File: src/rtl/axi4_mem_arbiter_pkg.sv
// Shared types and AXI constants for the IFU/LSU memory-port arbiter.
package axi_arb_pkg;

    typedef enum logic [1:0] {
        IDLE   = 2'd0,
        IFU_RD = 2'd1,
        LSU_RD = 2'd2,
        LSU_WR = 2'd3
    } arb_state_e;

    typedef enum logic {
        M_IFU = 1'b0,
        M_LSU = 1'b1
    } master_e;

    localparam logic [1:0] BURST_INCR = 2'b01;
    localparam logic [2:0] SIZE_4B    = 3'b010;
    localparam logic [1:0] RESP_OKAY  = 2'b00;

endpackage

File: src/rtl/axi4_mem_arbiter_if.sv
// AXI4 read (AR+R) and write (AW+W+B) channel bundles, each with master/slave views.
interface axi4_rd_if #(
    parameter int unsigned ADDR_W = 32,
    parameter int unsigned DATA_W = 32,
    parameter int unsigned ID_W   = 4
);
    logic              arvalid;
    logic              arready;
    logic [ADDR_W-1:0] araddr;
    logic [ID_W-1:0]   arid;
    logic [7:0]        arlen;
    logic [2:0]        arsize;
    logic [1:0]        arburst;
    logic              rvalid;
    logic              rready;
    logic [DATA_W-1:0] rdata;
    logic [ID_W-1:0]   rid;
    logic              rlast;
    logic [1:0]        rresp;

    modport master (
        output arvalid, araddr, arid, arlen, arsize, arburst, rready,
        input  arready, rvalid, rdata, rid, rlast, rresp
    );
    modport slave (
        input  arvalid, araddr, arid, arlen, arsize, arburst, rready,
        output arready, rvalid, rdata, rid, rlast, rresp
    );
endinterface

interface axi4_wr_if #(
    parameter int unsigned ADDR_W = 32,
    parameter int unsigned DATA_W = 32,
    parameter int unsigned ID_W   = 4
);
    logic                awvalid;
    logic                awready;
    logic [ADDR_W-1:0]   awaddr;
    logic [ID_W-1:0]     awid;
    logic [7:0]          awlen;
    logic [2:0]          awsize;
    logic [1:0]          awburst;
    logic                wvalid;
    logic                wready;
    logic [DATA_W-1:0]   wdata;
    logic [DATA_W/8-1:0] wstrb;
    logic                wlast;
    logic                bvalid;
    logic                bready;
    logic [ID_W-1:0]     bid;
    logic [1:0]          bresp;

    modport master (
        output awvalid, awaddr, awid, awlen, awsize, awburst,
               wvalid, wdata, wstrb, wlast, bready,
        input  awready, wready, bvalid, bid, bresp
    );
    modport slave (
        input  awvalid, awaddr, awid, awlen, awsize, awburst,
               wvalid, wdata, wstrb, wlast, bready,
        output awready, wready, bvalid, bid, bresp
    );
endinterface

File: src/rtl/axi4_mem_arbiter_rr_pick.sv
// Two-input round-robin picker: a lone request wins, a tie goes to the master not granted last.
module axi_rr_pick
    import axi_arb_pkg::*;
(
    input  logic [1:0] req,
    input  master_e    last,
    output logic [1:0] grant
);

    always_comb begin
        grant = '0;
        case (req)
            2'b01:   grant = 2'b01;
            2'b10:   grant = 2'b10;
            2'b11:   grant = (last == M_IFU) ? 2'b10 : 2'b01;
            default: grant = '0;
        endcase
    end

endmodule

File: src/rtl/axi4_mem_arbiter.sv
// Shares the io_master AXI4 port between IFU refills and LSU single-beat accesses,
// one transaction at a time, and drains IFU bursts abandoned by a flush.
module axi4_mem_arbiter
    import axi_arb_pkg::*;
#(
    parameter int unsigned ADDR_W    = 32,
    parameter int unsigned DATA_W    = 32,
    parameter int unsigned ID_W      = 4,
    parameter bit          LSU_FIRST = 1'b0
) (
    input  logic        clock,
    input  logic        reset,
    axi4_rd_if.slave    ifu,
    input  logic        ifu_flush,
    axi4_rd_if.slave    lsu_rd,
    axi4_wr_if.slave    lsu_wr,
    axi4_rd_if.master   io_master_rd,
    axi4_wr_if.master   io_master_wr,
    output logic [1:0]  arb_state
);

    arb_state_e state;
    master_e    last_grant;
    logic       ar_done, aw_done, w_done, drain;

    logic ifu_own, lsu_rd_own, wr_own;
    logic flush_early, drain_now, ifu_r_route, b_open;
    logic [1:0] req, grant;

    assign ifu_own    = (state == IFU_RD);
    assign lsu_rd_own = (state == LSU_RD);
    assign wr_own     = (state == LSU_WR);

    assign req = {lsu_rd.arvalid | lsu_wr.awvalid, ifu.arvalid};

    axi_rr_pick u_pick (
        .req   (req),
        .last  (last_grant),
        .grant (grant)
    );

    // A flush after AR acceptance turns the rest of the burst into a drain the IFU never sees.
    assign flush_early = ifu_own & ifu_flush & ~ar_done;
    assign drain_now   = ifu_own & (drain | (ifu_flush & ar_done));
    assign ifu_r_route = ifu_own & ~drain_now;

    logic              ar_valid_sel;
    logic [ADDR_W-1:0] ar_addr_sel;
    logic [ID_W-1:0]   ar_id_sel;
    logic [7:0]        ar_len_sel;
    logic [2:0]        ar_size_sel;
    logic [1:0]        ar_burst_sel;

    always_comb begin
        ar_valid_sel = 1'b0;
        ar_addr_sel  = '0;
        ar_id_sel    = '0;
        ar_len_sel   = '0;
        ar_size_sel  = '0;
        ar_burst_sel = '0;
        if (ifu_own) begin
            ar_valid_sel = ifu.arvalid & ~ar_done & ~ifu_flush;
            ar_addr_sel  = ifu.araddr;
            ar_id_sel    = ifu.arid;
            ar_len_sel   = ifu.arlen;
            ar_size_sel  = ifu.arsize;
            ar_burst_sel = ifu.arburst;
        end else if (lsu_rd_own) begin
            ar_valid_sel = lsu_rd.arvalid & ~ar_done;
            ar_addr_sel  = lsu_rd.araddr;
            ar_id_sel    = lsu_rd.arid;
            ar_len_sel   = lsu_rd.arlen;
            ar_size_sel  = lsu_rd.arsize;
            ar_burst_sel = lsu_rd.arburst;
        end
    end

    assign io_master_rd.arvalid = ar_valid_sel;
    assign io_master_rd.araddr  = ar_addr_sel;
    assign io_master_rd.arid    = ar_id_sel;
    assign io_master_rd.arlen   = ar_len_sel;
    assign io_master_rd.arsize  = ar_size_sel;
    assign io_master_rd.arburst = ar_burst_sel;
    assign io_master_rd.rready  = ifu_own ? (drain_now | ifu.rready) : (lsu_rd_own & lsu_rd.rready);

    assign ifu.arready = ifu_own & ~ar_done & ~ifu_flush & io_master_rd.arready;
    assign ifu.rvalid  = ifu_r_route & io_master_rd.rvalid;
    assign ifu.rdata   = ifu_r_route ? io_master_rd.rdata : '0;
    assign ifu.rid     = ifu_r_route ? io_master_rd.rid   : '0;
    assign ifu.rlast   = ifu_r_route & io_master_rd.rlast;
    assign ifu.rresp   = ifu_r_route ? io_master_rd.rresp : '0;

    assign lsu_rd.arready = lsu_rd_own & ~ar_done & io_master_rd.arready;
    assign lsu_rd.rvalid  = lsu_rd_own & io_master_rd.rvalid;
    assign lsu_rd.rdata   = lsu_rd_own ? io_master_rd.rdata : '0;
    assign lsu_rd.rid     = lsu_rd_own ? io_master_rd.rid   : '0;
    assign lsu_rd.rlast   = lsu_rd_own & io_master_rd.rlast;
    assign lsu_rd.rresp   = lsu_rd_own ? io_master_rd.rresp : '0;

    logic [DATA_W-1:0] w_data_sel;
    assign w_data_sel = wr_own ? lsu_wr.wdata : '0;

    assign io_master_wr.awvalid = wr_own & ~aw_done & lsu_wr.awvalid;
    assign io_master_wr.awaddr  = wr_own ? lsu_wr.awaddr  : '0;
    assign io_master_wr.awid    = wr_own ? lsu_wr.awid    : '0;
    assign io_master_wr.awlen   = wr_own ? lsu_wr.awlen   : '0;
    assign io_master_wr.awsize  = wr_own ? lsu_wr.awsize  : '0;
    assign io_master_wr.awburst = wr_own ? lsu_wr.awburst : '0;
    assign io_master_wr.wvalid  = wr_own & ~w_done & lsu_wr.wvalid;
    assign io_master_wr.wdata   = w_data_sel;
    assign io_master_wr.wstrb   = wr_own ? lsu_wr.wstrb : '0;
    assign io_master_wr.wlast   = wr_own & lsu_wr.wlast;

    // B is only opened once both address and last data beat have been accepted.
    assign b_open = wr_own & aw_done & w_done;
    assign io_master_wr.bready = b_open & lsu_wr.bready;
    assign lsu_wr.awready = wr_own & ~aw_done & io_master_wr.awready;
    assign lsu_wr.wready  = wr_own & ~w_done & io_master_wr.wready;
    assign lsu_wr.bvalid  = b_open & io_master_wr.bvalid;
    assign lsu_wr.bid     = b_open ? io_master_wr.bid   : '0;
    assign lsu_wr.bresp   = b_open ? io_master_wr.bresp : '0;

    logic ar_hs, r_end;
    assign ar_hs = io_master_rd.arvalid & io_master_rd.arready;
    assign r_end = io_master_rd.rvalid & io_master_rd.rready & io_master_rd.rlast;

    always_ff @(posedge clock) begin
        if (reset) begin
            state      <= IDLE;
            last_grant <= LSU_FIRST ? M_IFU : M_LSU;
            ar_done    <= 1'b0;
            aw_done    <= 1'b0;
            w_done     <= 1'b0;
            drain      <= 1'b0;
        end else begin
            case (state)
                IDLE: begin
                    ar_done <= 1'b0;
                    aw_done <= 1'b0;
                    w_done  <= 1'b0;
                    drain   <= 1'b0;
                    if (grant[0]) begin
                        state      <= IFU_RD;
                        last_grant <= M_IFU;
                    end else if (grant[1]) begin
                        state      <= lsu_wr.awvalid ? LSU_WR : LSU_RD;
                        last_grant <= M_LSU;
                    end
                end
                IFU_RD: begin
                    if (flush_early) begin
                        state <= IDLE;
                    end else begin
                        if (ar_hs)     ar_done <= 1'b1;
                        if (drain_now) drain   <= 1'b1;
                        if (r_end)     state   <= IDLE;
                    end
                end
                LSU_RD: begin
                    if (ar_hs) ar_done <= 1'b1;
                    if (r_end) state   <= IDLE;
                end
                LSU_WR: begin
                    if (io_master_wr.awvalid & io_master_wr.awready) aw_done <= 1'b1;
                    if (io_master_wr.wvalid & io_master_wr.wready & io_master_wr.wlast) w_done <= 1'b1;
                    if (io_master_wr.bvalid & io_master_wr.bready) state <= IDLE;
                end
                default: state <= IDLE;
            endcase
        end
    end

    assign arb_state = state;

endmodule

File: src/flat_wrapper.sv
// flat-port wrapper written by rule: the top's interface ports become plain ports
module axi4_mem_arbiter_flat import axi_arb_pkg::*;
#(
    parameter int unsigned ADDR_W    = 32,
    parameter int unsigned DATA_W    = 32,
    parameter int unsigned ID_W      = 4,
    parameter bit          LSU_FIRST = 1'b0
)
  (clock, reset, ifu_flush, arb_state, ifu_arvalid, ifu_araddr, ifu_arid, ifu_arlen, ifu_arsize, ifu_arburst, ifu_rready, ifu_arready, ifu_rvalid, ifu_rdata, ifu_rid, ifu_rlast, ifu_rresp, lsu_rd_arvalid, lsu_rd_araddr, lsu_rd_arid, lsu_rd_arlen, lsu_rd_arsize, lsu_rd_arburst, lsu_rd_rready, lsu_rd_arready, lsu_rd_rvalid, lsu_rd_rdata, lsu_rd_rid, lsu_rd_rlast, lsu_rd_rresp, lsu_wr_awvalid, lsu_wr_awaddr, lsu_wr_awid, lsu_wr_awlen, lsu_wr_awsize, lsu_wr_awburst, lsu_wr_wvalid, lsu_wr_wdata, lsu_wr_wstrb, lsu_wr_wlast, lsu_wr_bready, lsu_wr_awready, lsu_wr_wready, lsu_wr_bvalid, lsu_wr_bid, lsu_wr_bresp, io_master_rd_arvalid, io_master_rd_araddr, io_master_rd_arid, io_master_rd_arlen, io_master_rd_arsize, io_master_rd_arburst, io_master_rd_rready, io_master_rd_arready, io_master_rd_rvalid, io_master_rd_rdata, io_master_rd_rid, io_master_rd_rlast, io_master_rd_rresp, io_master_wr_awvalid, io_master_wr_awaddr, io_master_wr_awid, io_master_wr_awlen, io_master_wr_awsize, io_master_wr_awburst, io_master_wr_wvalid, io_master_wr_wdata, io_master_wr_wstrb, io_master_wr_wlast, io_master_wr_bready, io_master_wr_awready, io_master_wr_wready, io_master_wr_bvalid, io_master_wr_bid, io_master_wr_bresp);
  axi4_rd_if #(.ADDR_W(ADDR_W), .DATA_W(DATA_W), .ID_W(ID_W)) ifu_i ();
  axi4_rd_if #(.ADDR_W(ADDR_W), .DATA_W(DATA_W), .ID_W(ID_W)) lsu_rd_i ();
  axi4_wr_if #(.ADDR_W(ADDR_W), .DATA_W(DATA_W), .ID_W(ID_W)) lsu_wr_i ();
  axi4_rd_if #(.ADDR_W(ADDR_W), .DATA_W(DATA_W), .ID_W(ID_W)) io_master_rd_i ();
  axi4_wr_if #(.ADDR_W(ADDR_W), .DATA_W(DATA_W), .ID_W(ID_W)) io_master_wr_i ();
  input  logic clock;
  input  logic reset;
  input  logic ifu_flush;
  output logic [1:0] arb_state;
  input wire logic [$bits(ifu_i.arvalid)-1:0] ifu_arvalid;
  input wire logic [$bits(ifu_i.araddr)-1:0] ifu_araddr;
  input wire logic [$bits(ifu_i.arid)-1:0] ifu_arid;
  input wire logic [$bits(ifu_i.arlen)-1:0] ifu_arlen;
  input wire logic [$bits(ifu_i.arsize)-1:0] ifu_arsize;
  input wire logic [$bits(ifu_i.arburst)-1:0] ifu_arburst;
  input wire logic [$bits(ifu_i.rready)-1:0] ifu_rready;
  output wire logic [$bits(ifu_i.arready)-1:0] ifu_arready;
  output wire logic [$bits(ifu_i.rvalid)-1:0] ifu_rvalid;
  output wire logic [$bits(ifu_i.rdata)-1:0] ifu_rdata;
  output wire logic [$bits(ifu_i.rid)-1:0] ifu_rid;
  output wire logic [$bits(ifu_i.rlast)-1:0] ifu_rlast;
  output wire logic [$bits(ifu_i.rresp)-1:0] ifu_rresp;
  input wire logic [$bits(lsu_rd_i.arvalid)-1:0] lsu_rd_arvalid;
  input wire logic [$bits(lsu_rd_i.araddr)-1:0] lsu_rd_araddr;
  input wire logic [$bits(lsu_rd_i.arid)-1:0] lsu_rd_arid;
  input wire logic [$bits(lsu_rd_i.arlen)-1:0] lsu_rd_arlen;
  input wire logic [$bits(lsu_rd_i.arsize)-1:0] lsu_rd_arsize;
  input wire logic [$bits(lsu_rd_i.arburst)-1:0] lsu_rd_arburst;
  input wire logic [$bits(lsu_rd_i.rready)-1:0] lsu_rd_rready;
  output wire logic [$bits(lsu_rd_i.arready)-1:0] lsu_rd_arready;
  output wire logic [$bits(lsu_rd_i.rvalid)-1:0] lsu_rd_rvalid;
  output wire logic [$bits(lsu_rd_i.rdata)-1:0] lsu_rd_rdata;
  output wire logic [$bits(lsu_rd_i.rid)-1:0] lsu_rd_rid;
  output wire logic [$bits(lsu_rd_i.rlast)-1:0] lsu_rd_rlast;
  output wire logic [$bits(lsu_rd_i.rresp)-1:0] lsu_rd_rresp;
  input wire logic [$bits(lsu_wr_i.awvalid)-1:0] lsu_wr_awvalid;
  input wire logic [$bits(lsu_wr_i.awaddr)-1:0] lsu_wr_awaddr;
  input wire logic [$bits(lsu_wr_i.awid)-1:0] lsu_wr_awid;
  input wire logic [$bits(lsu_wr_i.awlen)-1:0] lsu_wr_awlen;
  input wire logic [$bits(lsu_wr_i.awsize)-1:0] lsu_wr_awsize;
  input wire logic [$bits(lsu_wr_i.awburst)-1:0] lsu_wr_awburst;
  input wire logic [$bits(lsu_wr_i.wvalid)-1:0] lsu_wr_wvalid;
  input wire logic [$bits(lsu_wr_i.wdata)-1:0] lsu_wr_wdata;
  input wire logic [$bits(lsu_wr_i.wstrb)-1:0] lsu_wr_wstrb;
  input wire logic [$bits(lsu_wr_i.wlast)-1:0] lsu_wr_wlast;
  input wire logic [$bits(lsu_wr_i.bready)-1:0] lsu_wr_bready;
  output wire logic [$bits(lsu_wr_i.awready)-1:0] lsu_wr_awready;
  output wire logic [$bits(lsu_wr_i.wready)-1:0] lsu_wr_wready;
  output wire logic [$bits(lsu_wr_i.bvalid)-1:0] lsu_wr_bvalid;
  output wire logic [$bits(lsu_wr_i.bid)-1:0] lsu_wr_bid;
  output wire logic [$bits(lsu_wr_i.bresp)-1:0] lsu_wr_bresp;
  output wire logic [$bits(io_master_rd_i.arvalid)-1:0] io_master_rd_arvalid;
  output wire logic [$bits(io_master_rd_i.araddr)-1:0] io_master_rd_araddr;
  output wire logic [$bits(io_master_rd_i.arid)-1:0] io_master_rd_arid;
  output wire logic [$bits(io_master_rd_i.arlen)-1:0] io_master_rd_arlen;
  output wire logic [$bits(io_master_rd_i.arsize)-1:0] io_master_rd_arsize;
  output wire logic [$bits(io_master_rd_i.arburst)-1:0] io_master_rd_arburst;
  output wire logic [$bits(io_master_rd_i.rready)-1:0] io_master_rd_rready;
  input wire logic [$bits(io_master_rd_i.arready)-1:0] io_master_rd_arready;
  input wire logic [$bits(io_master_rd_i.rvalid)-1:0] io_master_rd_rvalid;
  input wire logic [$bits(io_master_rd_i.rdata)-1:0] io_master_rd_rdata;
  input wire logic [$bits(io_master_rd_i.rid)-1:0] io_master_rd_rid;
  input wire logic [$bits(io_master_rd_i.rlast)-1:0] io_master_rd_rlast;
  input wire logic [$bits(io_master_rd_i.rresp)-1:0] io_master_rd_rresp;
  output wire logic [$bits(io_master_wr_i.awvalid)-1:0] io_master_wr_awvalid;
  output wire logic [$bits(io_master_wr_i.awaddr)-1:0] io_master_wr_awaddr;
  output wire logic [$bits(io_master_wr_i.awid)-1:0] io_master_wr_awid;
  output wire logic [$bits(io_master_wr_i.awlen)-1:0] io_master_wr_awlen;
  output wire logic [$bits(io_master_wr_i.awsize)-1:0] io_master_wr_awsize;
  output wire logic [$bits(io_master_wr_i.awburst)-1:0] io_master_wr_awburst;
  output wire logic [$bits(io_master_wr_i.wvalid)-1:0] io_master_wr_wvalid;
  output wire logic [$bits(io_master_wr_i.wdata)-1:0] io_master_wr_wdata;
  output wire logic [$bits(io_master_wr_i.wstrb)-1:0] io_master_wr_wstrb;
  output wire logic [$bits(io_master_wr_i.wlast)-1:0] io_master_wr_wlast;
  output wire logic [$bits(io_master_wr_i.bready)-1:0] io_master_wr_bready;
  input wire logic [$bits(io_master_wr_i.awready)-1:0] io_master_wr_awready;
  input wire logic [$bits(io_master_wr_i.wready)-1:0] io_master_wr_wready;
  input wire logic [$bits(io_master_wr_i.bvalid)-1:0] io_master_wr_bvalid;
  input wire logic [$bits(io_master_wr_i.bid)-1:0] io_master_wr_bid;
  input wire logic [$bits(io_master_wr_i.bresp)-1:0] io_master_wr_bresp;
  assign ifu_i.arvalid = ifu_arvalid;
  assign ifu_i.araddr = ifu_araddr;
  assign ifu_i.arid = ifu_arid;
  assign ifu_i.arlen = ifu_arlen;
  assign ifu_i.arsize = ifu_arsize;
  assign ifu_i.arburst = ifu_arburst;
  assign ifu_i.rready = ifu_rready;
  assign ifu_arready = ifu_i.arready;
  assign ifu_rvalid = ifu_i.rvalid;
  assign ifu_rdata = ifu_i.rdata;
  assign ifu_rid = ifu_i.rid;
  assign ifu_rlast = ifu_i.rlast;
  assign ifu_rresp = ifu_i.rresp;
  assign lsu_rd_i.arvalid = lsu_rd_arvalid;
  assign lsu_rd_i.araddr = lsu_rd_araddr;
  assign lsu_rd_i.arid = lsu_rd_arid;
  assign lsu_rd_i.arlen = lsu_rd_arlen;
  assign lsu_rd_i.arsize = lsu_rd_arsize;
  assign lsu_rd_i.arburst = lsu_rd_arburst;
  assign lsu_rd_i.rready = lsu_rd_rready;
  assign lsu_rd_arready = lsu_rd_i.arready;
  assign lsu_rd_rvalid = lsu_rd_i.rvalid;
  assign lsu_rd_rdata = lsu_rd_i.rdata;
  assign lsu_rd_rid = lsu_rd_i.rid;
  assign lsu_rd_rlast = lsu_rd_i.rlast;
  assign lsu_rd_rresp = lsu_rd_i.rresp;
  assign lsu_wr_i.awvalid = lsu_wr_awvalid;
  assign lsu_wr_i.awaddr = lsu_wr_awaddr;
  assign lsu_wr_i.awid = lsu_wr_awid;
  assign lsu_wr_i.awlen = lsu_wr_awlen;
  assign lsu_wr_i.awsize = lsu_wr_awsize;
  assign lsu_wr_i.awburst = lsu_wr_awburst;
  assign lsu_wr_i.wvalid = lsu_wr_wvalid;
  assign lsu_wr_i.wdata = lsu_wr_wdata;
  assign lsu_wr_i.wstrb = lsu_wr_wstrb;
  assign lsu_wr_i.wlast = lsu_wr_wlast;
  assign lsu_wr_i.bready = lsu_wr_bready;
  assign lsu_wr_awready = lsu_wr_i.awready;
  assign lsu_wr_wready = lsu_wr_i.wready;
  assign lsu_wr_bvalid = lsu_wr_i.bvalid;
  assign lsu_wr_bid = lsu_wr_i.bid;
  assign lsu_wr_bresp = lsu_wr_i.bresp;
  assign io_master_rd_arvalid = io_master_rd_i.arvalid;
  assign io_master_rd_araddr = io_master_rd_i.araddr;
  assign io_master_rd_arid = io_master_rd_i.arid;
  assign io_master_rd_arlen = io_master_rd_i.arlen;
  assign io_master_rd_arsize = io_master_rd_i.arsize;
  assign io_master_rd_arburst = io_master_rd_i.arburst;
  assign io_master_rd_rready = io_master_rd_i.rready;
  assign io_master_rd_i.arready = io_master_rd_arready;
  assign io_master_rd_i.rvalid = io_master_rd_rvalid;
  assign io_master_rd_i.rdata = io_master_rd_rdata;
  assign io_master_rd_i.rid = io_master_rd_rid;
  assign io_master_rd_i.rlast = io_master_rd_rlast;
  assign io_master_rd_i.rresp = io_master_rd_rresp;
  assign io_master_wr_awvalid = io_master_wr_i.awvalid;
  assign io_master_wr_awaddr = io_master_wr_i.awaddr;
  assign io_master_wr_awid = io_master_wr_i.awid;
  assign io_master_wr_awlen = io_master_wr_i.awlen;
  assign io_master_wr_awsize = io_master_wr_i.awsize;
  assign io_master_wr_awburst = io_master_wr_i.awburst;
  assign io_master_wr_wvalid = io_master_wr_i.wvalid;
  assign io_master_wr_wdata = io_master_wr_i.wdata;
  assign io_master_wr_wstrb = io_master_wr_i.wstrb;
  assign io_master_wr_wlast = io_master_wr_i.wlast;
  assign io_master_wr_bready = io_master_wr_i.bready;
  assign io_master_wr_i.awready = io_master_wr_awready;
  assign io_master_wr_i.wready = io_master_wr_wready;
  assign io_master_wr_i.bvalid = io_master_wr_bvalid;
  assign io_master_wr_i.bid = io_master_wr_bid;
  assign io_master_wr_i.bresp = io_master_wr_bresp;
  axi4_mem_arbiter #(.ADDR_W(ADDR_W), .DATA_W(DATA_W), .ID_W(ID_W), .LSU_FIRST(LSU_FIRST)) u_core (.clock(clock), .reset(reset), .ifu(ifu_i), .ifu_flush(ifu_flush), .lsu_rd(lsu_rd_i), .lsu_wr(lsu_wr_i), .io_master_rd(io_master_rd_i), .io_master_wr(io_master_wr_i), .arb_state(arb_state));
endmodule
File: config.mk
export PLATFORM = sky130hd
export DESIGN_NAME = axi4_mem_arbiter_flat
export DESIGN_NICKNAME = d
export VERILOG_FILES = /design/src/rtl/axi4_mem_arbiter_pkg.sv /design/src/rtl/axi4_mem_arbiter_if.sv /design/src/rtl/axi4_mem_arbiter_rr_pick.sv /design/src/rtl/axi4_mem_arbiter.sv /design/src/flat_wrapper.sv
export SDC_FILE = /design/constraint.sdc
export NUM_CORES = 1
export LEC_CHECK = 0
export ABC_AREA = 0
export CELL_PAD_IN_SITES_DETAIL_PLACEMENT = 1
export CELL_PAD_IN_SITES_GLOBAL_PLACEMENT = 1
export CORE_AREA = 4 4 186 188
export CTS_BUF_LIST = sky130_fd_sc_hd__clkbuf_8
export CTS_CLUSTER_SIZE = 30
export DETAILED_ROUTE_END_ITERATION = 6
export DIE_AREA = 0 0 190 192
export PLACE_DENSITY_LB_ADDON = 0.1
export SYNTH_ARGS = -nofsm -noshare
export SYNTH_HDL_FRONTEND = slang
export SYNTH_SLANG_ARGS = --single-unit
File: constraint.sdc
create_clock -name clock -period 2.2 [get_ports clock]
set_input_delay 0.44 -clock clock [delete_from_list [all_inputs] [get_ports clock]]
set_output_delay 0.44 -clock clock [all_outputs]
set_load 0.05 [all_outputs]
======== After elaboration in Yosys (flattened, before gate mapping) ========
Index checks and enable logic that the tools add are counted.
W data, S select, Z words.
word-level totals
  output and inout port bits .............. 233
  input port bits ......................... 244
  flip-flop bits (word level) ............. 7
  word-level logic and storage cells ...... 122
operators by class
  bitwise gates (word level) .............. 44
  reductions and logical operators ........ 11
  equality and inequality tests ........... 12
  multiplexer cells ....................... 49
operator list
  kind                  count
  $mux W32              6
  $and A1 B1 Y1         36
  $mux W4               7
  $mux W2               12
  $mux W8               3
  $mux W1               12
  $ne A2 B2 Y1 const B  5
  $reduce_and A2 Y1     5
  $mux W3               3
  $eq A2 B2 Y1 const B  4
  $pmux W2 S4           1
  $pmux W1 S2           3
  $pmux W2 S3           1
  $reduce_bool A2 Y1    3
  $not A1 Y1            5
  $eq A2 B1 Y1 const B  2
  $ne A3 B1 Y1 const B  1
  $or A1 B1 Y1          3
  $pmux W1 S3           1
  $reduce_and A3 Y1     1
  $reduce_bool A3 Y1    1
  $logic_not A2 Y1      1

======== Depth between registers and ports, before layout ========
  depth in word-level cells ............... 10
  gate-level depth with buffers ........... 7
  depth with buffers taken out ............ 6

======== Cells and area by module ========
A second synthesis with hierarchy kept.
second synthesis, totals
  cells, all modules ...................... 416
  area, all modules ....................... 2418.6 um2
by module, submodules not included
  module            cells each  area an instance (um2)  times used  sequential area each (um2)
  axi4_mem_arbiter  413         2399.8                  1           140.1
  axi_rr_pick       3           18.8                    1           0.0

======== Worst setup path before layout ========
OpenSTA, ideal clock, no wires.
  path type ............................... register to output
  from .................................... register u_core.state[1], in the netlist u_core.arb_state[1]
  to ...................................... output port io_master_rd_arburst[0]
  path slack .............................. -0.826 ns
  path buffers ............................ 3
  cell stages (with the launch flop) ...... 7
  data arrival time ....................... 2.586 ns
  path through ............................ dfxtp_1 -> ha_1 -> clkbuf_8 -> buf_2 -> buf_2 -> nand2_1 -> o21ai_0
between the ends
  cells in the longest elaborated chain, start to end .. 3
  elaborated cells between the ends (all ways) .. 4
  those cells by class .................... eq/ne (2); mux (2)
RTL lines
  what                    line                     RTL
  from (decl)             axi4_mem_arbiter.sv:22   arb_state_e state;
  from (signal assigned)  axi4_mem_arbiter.sv:146  state <= lsu_wr.awvalid ? LSU_WR : LSU_RD;
  $eq A2 B2 Y1            axi4_mem_arbiter.sv:31   assign lsu_rd_own = (state == LSU_RD);
  $mux W2                 axi4_mem_arbiter.sv:68   end else if (lsu_rd_own) begin
  $mux W2 (*)             axi4_mem_arbiter.sv:61   if (ifu_own) begin
  to (decl)               flat_wrapper.sv:66       output wire logic [$bits(io_master_rd_i.arburst)-1:0] io_master_rd_arburst;
Every way passes the cells marked *; elsewhere a longest branch is shown, timed or not.

======== Worst setup path in the final report ========
  from .................................... register u_core.state[1], in the netlist u_core.arb_state[1]
  to ...................................... output port ifu_rdata[12]
between the ends
  cells in the longest elaborated chain, start to end .. 5
RTL lines
  what                line                    RTL
  $eq A2 B1 Y1 (*)    axi4_mem_arbiter.sv:30  assign ifu_own = (state == IFU_RD);
  net u_core.ifu_own  axi4_mem_arbiter.sv:26  logic ifu_own, lsu_rd_own, wr_own;
  $and A1 B1 Y1       axi4_mem_arbiter.sv:44  assign drain_now = ifu_own & (drain | (ifu_flush & ar_done));
  $not A1 Y1          axi4_mem_arbiter.sv:45  assign ifu_r_route = ifu_own & ~drain_now;
  $and A1 B1 Y1 (*)   axi4_mem_arbiter.sv:45
  $mux W32 (*)        axi4_mem_arbiter.sv:88  assign ifu.rdata = ifu_r_route ? io_master_rd.rdata : '0;
  to (decl)           flat_wrapper.sv:28      output wire logic [$bits(ifu_i.rdata)-1:0] ifu_rdata;
The timed path passes the listed nets; every way through them passes the cells marked *.

==> results.sh <==
export IMPL_tightest_slew_ns=0.374
export IMPL_most_frequent_cp_cell="buf_12"
export IMPL_htreeDepth=1
export IMPL_start_util_pct=7.32
export IMPL_timing_setup_critical_path_class="reg -> out"
export IMPL_critPathRequiredTime_ns=1.76
export IMPL_largest_family_of_logic_cells_by_synthesized_area="simple AND/OR/NAND/NOR gates"
export IMPL_routed_via_density=3.51
export IMPL_placeableCoreArea_mm2=0.0331
export IMPL_finalHoldViolations=0
export IMPL_cell_area_after_technology_mapping_mm2=0.00242
export IMPL_post_synth_top_area_cell="and2_1"
export IMPL_setup_tns_final_ns=0
export IMPL_clk_transition_reported_paths_ns=0.04
export IMPL_top_cells_by_area_synth="and2_1 (35%), nand2_1 (14%), and3_1 (11%)"
export IMPL_power_frac_seq_pct=2.2
export IMPL_area_of_the_die_mm2=0.0365
export IMPL_max_vdd_ir_drop_mv=0.390
export IMPL_placementRows=67
export IMPL_number_of_global_route_vias_before_repair=5135
export IMPL_fmax_ghz=0.475
export IMPL_route_antenna_remaining_nets=0
export IMPL_clock_sinks=7
export IMPL_clock_latency_on_the_worst_skew_pair_ns=0.22
export IMPL_synth_compound_area_share_pct=17.9
export IMPL_synth_top_cell_area_share_pct=34.6
export IMPL_synth_fp_nets=665
export IMPL_skew_ns=0.00123
export IMPL_synth_ff_latch_count=7
export IMPL_timing_critical_path_to_type="output port"
export IMPL_tritoncts="done"
export IMPL_critical_path_max_fanout=42
export IMPL_iteration_0_drc_count_of_the_detailed_router=97
export IMPL_power_frac_comb_pct=95.7
export IMPL_die_wd_um=190
export IMPL_layout_worst_path_cycle_share_pct=95.7
export IMPL_area_growth_pct=336
export IMPL_timing_hold_worst_class="reg -> reg"
export IMPL_place_detailed_hpwl_mm=21.5
export IMPL_synth_cell_type_count=39
export IMPL_grt_antenna_before_repair=7
export IMPL_switchingPower_mw=4.68
export IMPL_leakagePower_nw=4.18
export IMPL_async_flop_share_pct=0
export IMPL_maxCapViolations=0
export IMPL_status="finished clean"
export IMPL_clk_path_buf_depth=2
export IMPL_power_density_cell_area_mw_per_mm2=837
export IMPL_synth_simple_area_share_pct=65.4
export IMPL_arrival_ns=1.66
export IMPL_timing_slew_headroom_pct=75.0
export IMPL_pwr_share_clk_pct=2.0
export IMPL_timing_critical_path_slowest_cell_delay_ns=0.36
export IMPL_synth_most_common_cell="and2_1"
export IMPL_multiInputGateArea_mm2=0.00239
export IMPL_ff_latch_area_um2=148
export IMPL_gr_usage_all_layers_pct=12.5
export IMPL_timing_critical_path_slowest_stage_cell="dfxtp_4"
export IMPL_synth_edff_count=0
export IMPL_ys_top_cells_by_count="and2_1 (134), nand2_1 (91), o21ai_0 (45), and3_1 (41), clkbuf_1 (29)"
export IMPL_finalWeightedCongestion=0.769
export IMPL_timing_critical_path_from_type="flop"
export IMPL_first_pass_iters=4
export IMPL_grt_start_max_net_pins=55
export IMPL_internal_power_mw=4.16
export IMPL_i_o_buffers=476
export IMPL_rsz_0062_raised_after_global_routing="true"
export IMPL_report_power_total_mw=8.84
export IMPL_fin_nets=1132
export IMPL_yosys_mux_area_fraction_pct=0
export IMPL_yosysSeqAreaShare_pct=5.79
export IMPL_power_switching_share_pct=52.9
export IMPL_slew_violations=0
export IMPL_drive_above_1_share_pct=37.4
export IMPL_wl_per_cell_um=18.2
export IMPL_drc=0
export IMPL_grt_overflow_total=0
export IMPL_clock_tree_root_cell="clkbuf_8"
export IMPL_grt_first_pass_wirelength_mm=34.9
export IMPL_final_min_clock_period_ns=2.10
export IMPL_preCtsSetupSlack_ns=0.0770
export IMPL_number_of_buffers_added_by_the_clock_tree_synthesis_step=3
export IMPL_synth_xor_area_share_pct=0
export IMPL_layout_filler_cells=3687
export IMPL_yosys_warnings=0
export IMPL_detailroute_via_count=4688
export IMPL_timing_final_ws_setup_ns=0.0951
export IMPL_synth_ff_type="dfxtp_1"
export IMPL_routed_wl_mm=24.3
export IMPL_synthesis_instances=416
export IMPL_post_synth_cell_area_avg_um2=5.82
export IMPL_die_h_um=192
export IMPL_worstPathCellList="inv_1 -> ha_4 -> and2b_1 -> buf_12 -> and3_1 -> buf_12"
export IMPL_setup_viol=0
export IMPL_io_pins=477
export IMPL_synthAdderAreaFrac_pct=2.58
metal layers:
layer	global-route usage, %	vias up	wire, um	share of wire (%)
met1	14.1	2145	9060	37
met4	2.56	0	266	1.1
met5	0	-	0	0
li1	-	2319	-	-
met3	4.60	12	2160	8.9
met2	22.5	212	12800	53
state kept, by name (all words and copies together) (netlist names):
register           cells
u_core.arb_state       2
u_core.drain           1
u_core.ar_done         1
u_core.w_done          1
u_core.last_grant      1
u_core.aw_done         1
timing repair:
item,4_1_cts,5_1_grt
setup endpoints to repair,53,100
buffers inserted,1,5
hold buffers,0,0
gates resized for setup,2,5
pin swaps,0,2
endpoints found under the hold margin,0,0
metrics by stage:
step / utilization, % / hold WS [ns] / area, um^2 / std cells
CTS: 31.7 / 0.479 / 10500 / 1325
floorplan: - / 0.443 / 2700 / 416
finish: 31.9 / 0.474 / 10600 / 1336
detailed placement: 31.5 / 0.473 / 10400 / 1320
global placement: 31.5 / 0.460 / 10400 / 1320
global route: 31.9 / 0.516 / 10600 / 1336
worst max-delay path, delay by kind of cell (launching register included):
family | cells | cell delay (ns)
adder cells (fa/ha/maj) | 1 | 0.18
flip-flops | 1 | 0.36
buffers and inverters | 3 | 0.46
AND/OR/NAND/NOR | 2 | 0.41
final timing paths:
check                           depth (start not counted)                start                  end  slack, ns
worst min register to register                          2         u_core.drain         u_core.drain       0.47
worst max register to register                          7  u_core.arb_state[1]  u_core.arb_state[1]       0.30
worst max-delay path                                    6  u_core.arb_state[1]        ifu_rdata[12]        0.1
worst min-delay path                                    2         u_core.drain         u_core.drain       0.47
power groups by stage:
stage | Sequential, mW | Combinational, mW | Clock, mW
final | 0.198 | 8.47 | 0.178
after global routing | 0.203 | 8.85 | 0.195
after CTS | 0.198 | 8.54 | 0.184
after detailed placement | 0.197 | 8.50 | 0
after global placement | 0.202 | 8.49 | 0
after floorplan | 0.226 | 4.05 | 0
layout make-up:
type	count	share of cell area [%]
sequential	7	1.40
tap	448	5.31
inverter	6	0.213
clock inverter	1	0.0356
antenna	6	0.142
timing repair buffer	501	69.9
clock buffer	3	0.391
multi-input combinational	364	22.7
cells by family after synthesis:
kind of cell,count (synthesis)
AOI/OAI and AO/OA,71
adders and majority gates,5
buffers and inverters,45
DFF,7
and+or+nand+nor,288
placed cells by master, fill, tap and decap left out, types with 2 or more instances in the layout:
cell	n
nand2_1	91
and3_4	2
o21ai_2	33
and3b_1	4
nor2_1	3
o21ai_4	11
a31oi_1	3
nor3_1	2
inv_1	7
a22o_1	4
nand3_1	2
and3_2	10
diode_2	6
buf_4	18
and3_1	30
buf_12	238
dfxtp_1	5
a21oi_2	2
clkdlybuf4s50_1	243
ha_1	2
and2_1	134
clkbuf_8	3
dfxtp_4	2
ha_4	2
a21oi_1	4
nand3b_1	2
o221a_1	2
Note: power is estimated with default switching activity, not from simulation.
